$ cat src/rtl/gate_truth_table_driver.sv
// gate_truth_table_driver
// Drives a small gate through every input pattern in ascending order. Each
// pattern is held for SETTLE cycles, then the gate output is captured for one
// cycle. The captured truth table is compared against an expected table that
// is latched when the sweep starts.
module gate_truth_table_driver #(
    parameter int N_IN   = 2,
    parameter int SETTLE = 2
) (
    input  logic                  clk,
    input  logic                  rst,
    input  logic                  start,
    input  logic [(1<<N_IN)-1:0]  expected,
    input  logic                  gate_out,
    output logic [N_IN-1:0]       drv,
    output logic                  busy,
    output logic                  done,
    output logic                  pass,
    output logic [(1<<N_IN)-1:0]  tt,
    output logic [N_IN:0]         mism
);

    localparam int TT_W  = 1 << N_IN;
    localparam int CNT_W = (SETTLE > 1) ? $clog2(SETTLE) : 1;

    localparam logic [N_IN-1:0]  DRV_LAST = '1;
    localparam logic [CNT_W-1:0] CNT_LAST = CNT_W'(SETTLE - 1);

    typedef enum logic [1:0] {
        S_IDLE    = 2'd0,
        S_SETTLE  = 2'd1,
        S_CAPTURE = 2'd2
    } state_t;

    state_t             state_q, state_d;
    logic [N_IN-1:0]    drv_q, drv_d;
    logic               busy_q, busy_d;
    logic               done_q, done_d;
    logic               pass_q, pass_d;
    logic [TT_W-1:0]    tt_q, tt_d;
    logic [N_IN:0]      mism_q, mism_d;
    logic [CNT_W-1:0]   cnt_q, cnt_d;
    logic [TT_W-1:0]    exp_q, exp_d;

    // Running mismatch count including the pattern being captured now; the
    // final pass flag must account for the last comparison too.
    logic [N_IN:0]      mism_inc;
    assign mism_inc = mism_q + (N_IN+1)'(gate_out != exp_q[drv_q]);

    // State and output registers, cleared asynchronously.
    always_ff @(posedge clk or posedge rst) begin
        if (rst) begin
            state_q <= S_IDLE;
            drv_q   <= '0;
            busy_q  <= 1'b0;
            done_q  <= 1'b0;
            pass_q  <= 1'b0;
            tt_q    <= '0;
            mism_q  <= '0;
            cnt_q   <= '0;
            exp_q   <= '0;
        end else begin
            state_q <= state_d;
            drv_q   <= drv_d;
            busy_q  <= busy_d;
            done_q  <= done_d;
            pass_q  <= pass_d;
            tt_q    <= tt_d;
            mism_q  <= mism_d;
            cnt_q   <= cnt_d;
            exp_q   <= exp_d;
        end
    end

    // Next-state logic: sweep sequencing, capture and result evaluation.
    always_comb begin
        state_d = state_q;
        drv_d   = drv_q;
        busy_d  = busy_q;
        done_d  = 1'b0;
        pass_d  = pass_q;
        tt_d    = tt_q;
        mism_d  = mism_q;
        cnt_d   = cnt_q;
        exp_d   = exp_q;

        case (state_q)
            S_IDLE: begin
                if (start) begin
                    drv_d   = '0;
                    tt_d    = '0;
                    mism_d  = '0;
                    cnt_d   = '0;
                    exp_d   = expected;
                    busy_d  = 1'b1;
                    pass_d  = 1'b0;
                    state_d = S_SETTLE;
                end
            end
            S_SETTLE: begin
                if (cnt_q == CNT_LAST) begin
                    cnt_d   = '0;
                    state_d = S_CAPTURE;
                end else begin
                    cnt_d = cnt_q + CNT_W'(1);
                end
            end
            S_CAPTURE: begin
                tt_d[drv_q] = gate_out;
                mism_d      = mism_inc;
                if (drv_q == DRV_LAST) begin
                    // Last pattern: drv stays all-ones until the next start.
                    state_d = S_IDLE;
                    busy_d  = 1'b0;
                    done_d  = 1'b1;
                    pass_d  = (mism_inc == '0);
                end else begin
                    drv_d   = drv_q + N_IN'(1);
                    state_d = S_SETTLE;
                end
            end
            default: begin
                state_d = S_IDLE;
            end
        endcase
    end

    assign drv  = drv_q;
    assign busy = busy_q;
    assign done = done_q;
    assign pass = pass_q;
    assign tt   = tt_q;
    assign mism = mism_q;

endmodule

$ cat config.mk
export PLATFORM = sky130hd
export DESIGN_NAME = gate_truth_table_driver
export DESIGN_NICKNAME = d
export VERILOG_FILES = /design/src/rtl/gate_truth_table_driver.sv
export SDC_FILE = /design/constraint.sdc
export NUM_CORES = 1
export LEC_CHECK = 0
export ABC_CLOCK_PERIOD_IN_PS = 4700
export BUFFER_PORTS_ARGS = -buffer_cell sky130_fd_sc_hd__buf_2
export CAP_MARGIN = 20
export CORE_ASPECT_RATIO = 1.4
export CORE_MARGIN = 5
export CORE_UTILIZATION = 35
export DETAILED_ROUTE_END_ITERATION = 12
export GPL_TIMING_DRIVEN = 0
export SYNTH_ARGS = -nofsm -noshare
export SYNTH_HDL_FRONTEND = slang
export SYNTH_SLANG_ARGS = --single-unit
$ cat constraint.sdc
create_clock -name clk -period 4.7 [get_ports clk]
set_clock_uncertainty 0.2 [all_clocks]
set_input_delay 0.94 -clock clk [delete_from_list [all_inputs] [get_ports clk]]
set_output_delay 0.94 -clock clk [all_outputs]
set_load 0.005 [all_outputs]
==> summary by stage <==
CTS
In this run the number of H-tree levels came out at 1. Gates resized during post-CTS repair numbered 0. TritonCTS built the clock tree.

The total number of clock tree sinks is 19. Clock-pin slew was measured on the worst setup and hold paths at 0.11 ns. The cell sitting at the root of the clock tree is a clkbuf_4. The total CTS buffers is 3. The number of post-CTS setup repair buffers is 0.

The hold-fix buffer count after cts is 0. The clock passes through at most 2 buffers. The clock latency on the worst-skew pair is 0.29 ns.

Yosys
The count of state elements after synthesis is 19. After synthesis, the share of cell area in mux cells is 14.04%. The synthesized netlist contains 24 unique library cells. The async set or reset register ratio after synthesis is 100.0%.

The count of yosys warnings during synthesis is 0. The dominant cell type by area after synthesis is dfrtp_1. Averaged over all synthesized cells, the footprint is between 10 and 15 um2.

The adder-cell area share of the yosys netlist is 7.874%. Sequential elements use around half of the synthesized area. Among all cell types in the netlist, the one instantiated most often is dfrtp_1. The number of enable-type register cells in the synthesized netlist is 0.

The share of synthesized area in the top cell type comes to 49.87%. The post-synthesis simple-gate area fraction is 9.843%. The synthesized netlist devotes 1.837% of its cell area to XOR and XNOR gates. After synthesis, the cell types taking the most area are dfrtp_1 50%, mux2_2 9.4%, a22o_1 8.3%. By area, the combinational part of the netlist is dominated by multiplexers.

The synthesized net count is 89. The cell count after synthesis is 75. The flip-flop cell with the highest count after synthesis is dfrtp_1. The compound-cell area share of the yosys netlist is 12.47%. Counting instances in the post-synthesis netlist gives the leading cell types as 19 x dfrtp_1, 9 x a22o_1, 8 x mux2_2, 6 x ha_1, 6 x inv_1. The mapped netlist covers around 950 um2.

Die
The die span in x is between 50 and 60 um. Measured along the y axis, the die boundary spans 71.76 um. The count of pins on the block boundary is 20. The floorplan has 22 rows. The initial utilization of the core area, before any placement, comes to 36.46%.

The total area inside the core boundary comes to between 2000 and 3000 um2. The floorplan step defined a die boundary enclosing 3883 um2.

Power and ir drop
The maximum vdd ir drop is approximately 0.21 mV. For this design the ratio of total power to cell area is 558.5 nW/um2. For this design the static power due to leakage is 0.5828 nW.

Min path
The worst hold path class is flop to flop.

Place
The count of buffers inserted at the top-level ports is 19. The placed instance count is 130. The sum of net half-perimeters after detailed placement is 1.293 mm. The global placement routability congestion is 0.6986.

Global route
The total global routing overflow is 0. The pin count of the biggest net entering global routing is 20. The number of global-route vias before repair is about 680. The overall global routing resource usage is 10.42%.

The first global-routing pass estimated 2.946 mm of wire. The initial antenna violation count is 0.

Worst setup path
STA classifies the critical path endpoint as a flop. The worst setup path is launched from a flop. The cell at the slowest stage of the critical path is mux4_2. For flop-to-flop paths, the worst setup slack is 2.26 ns. The data arrival at the endpoint of the critical path is approximately 2.5 ns.

The top fanout value on the critical path is 6. The critical path goes through mux4_2 > xor2_1 > ha_1 > ha_1 > xor2_1 > nor4b_1 > mux2_1. At the worst endpoint, the required time is about 4.7 ns. The kind of critical path is flop to flop. On the worst path, the slowest cell contributes a delay of 0.55 ns.

Timing
Setup repair after global routing left no endpoint under its margin. Static timing analysis puts the maximum clock frequency at between 400 and 500 MHz. The final critical path takes up 51.87% of the cycle.

The final number of max-transition violations came to 0. The number of setup violations in the final report is 0. The relative slew slack is ~52%. At the pin with the least slew margin, the transition time is 0.7141 ns. The summed negative setup slack over all endpoints is 0 ns. The final hold violation count was 0. The smallest clock period supported by the final layout is computed as 2.438 ns.

Flow run
The count of max-cap constraint violations is 0.

Cells and area
Of the cells placed in the final design, the portion with a size suffix greater than 1 is a little under two fifths. For this run, the post-layout net count is around 110. Fill cells in the final layout number about 260.

The layout overhead on the synthesized area is 17.59%. The antenna diode count is 0. The multi-input logic area is between 400 and 500 um2. Summing all flip-flop and latch instances after layout gives between 400 and 500 um2.

Excluding fillers, the count of instances in the completed layout stands at 134.

Routing
The count of nets left with antenna violations once routing finished came out at 0. In the routed design, unresolved DRC markers number 0. The routed design has 1.659 mm of wire. The first detailed-routing pass ran for 4 iterations. For this block, the initial DRC count from the detailed router was 16. The via count normalized by instance count is 4.679. After detailed routing, the average wire length per cell comes to ~12 um. The number of vias after detailed routing is ~630.

Outcome
The run finished with clean final reports.
## cells by family after synthesis
kind of cell	Yosys count
fa+ha+maj	6
buf+inv	8
xor+xnor	2
simple gates	14
compound gates	15
mux	11
flops	19
## area by class of cell
class,instances,share of cell area (%)
clock buffer,3,2.009
inverter,6,2.009
tap,36,4.018
multi-input combinational,48,39.17
buffer,2,1.451
clock inverter,1,0.4464
sequential,19,42.41
timing repair buffer,19,8.482
## worst max-delay path, delay by kind of cell, from the launching register on
kind / cells / cell delay [ns]
xor gates and xnor gates: 2 / 0.32
adders and majority gates: 2 / 0.40
muxes: 2 / 0.73
DFF: 1 / 0.49
and+or+nand+nor: 1 / 0.25
## power by group
group	leakage [nW]	internal (mW)	switching (mW)
Clock	0.0177	0.0317	0.0500
Sequential	0.244	0.219	0.0474
Combinational	0.321	0.152	0.125
## worst paths after layout
| kind | startpoint | to | cells past startpoint |
|---|---|---|---|
| min in group asynchronous | rst | done | 2 |
| hold / removal | tt[3] | tt[3] | 1 |
| hold reg to reg | tt[3] | tt[3] | 1 |
| max in group asynchronous | rst | drv[1] | 2 |
| setup / recovery | drv[0] | pass | 7 |
| setup reg to reg | drv[0] | pass | 7 |
## placed cells by master, fill, tap and decap left out, types with 2 or more instances in the layout
master,n
a22o_1,9
ha_1,6
xor2_1,2
nand2_1,2
nor2b_1,3
inv_1,6
buf_2,20
o21ai_0,3
clkbuf_4,3
mux2_2,8
nor2_1,3
dfrtp_1,19
## flip-flops by register name (all words and copies together), names as in the netlist
signal / flops
drv: 2
state_q: 2
pass: 1
busy: 1
mism: 3
done: 1
tt: 4
exp_q: 4
cnt_q: 1
## per-stage QoR
step	cell area [um2]	utilization (%)	worst slack [ns]	total power, mW	hold slack (ns)
floorplan	953.4	-	2.434	0.4750	0.2739
global placement	1094	41.82	2.191	0.5431	0.2716
detailed placement	1094	41.82	2.196	0.5546	0.2765
CTS	1121	42.87	2.222	0.6373	0.3110
global route	1121	42.87	2.152	0.6810	0.3202
finish	1121	42.87	2.262	0.6261	0.3070
## metal layers
metal	share of wire (%)	global-route usage, %	up-vias	wire, um
met5	0	0	-	0
met4	1.0	4.986	0	17
met3	4.2	2.703	2	70
met2	54	17.92	8	899
met1	41	11.46	305	672
li1	-	-	312	-
No activity file was read; power rests on OpenSTA's default activity.
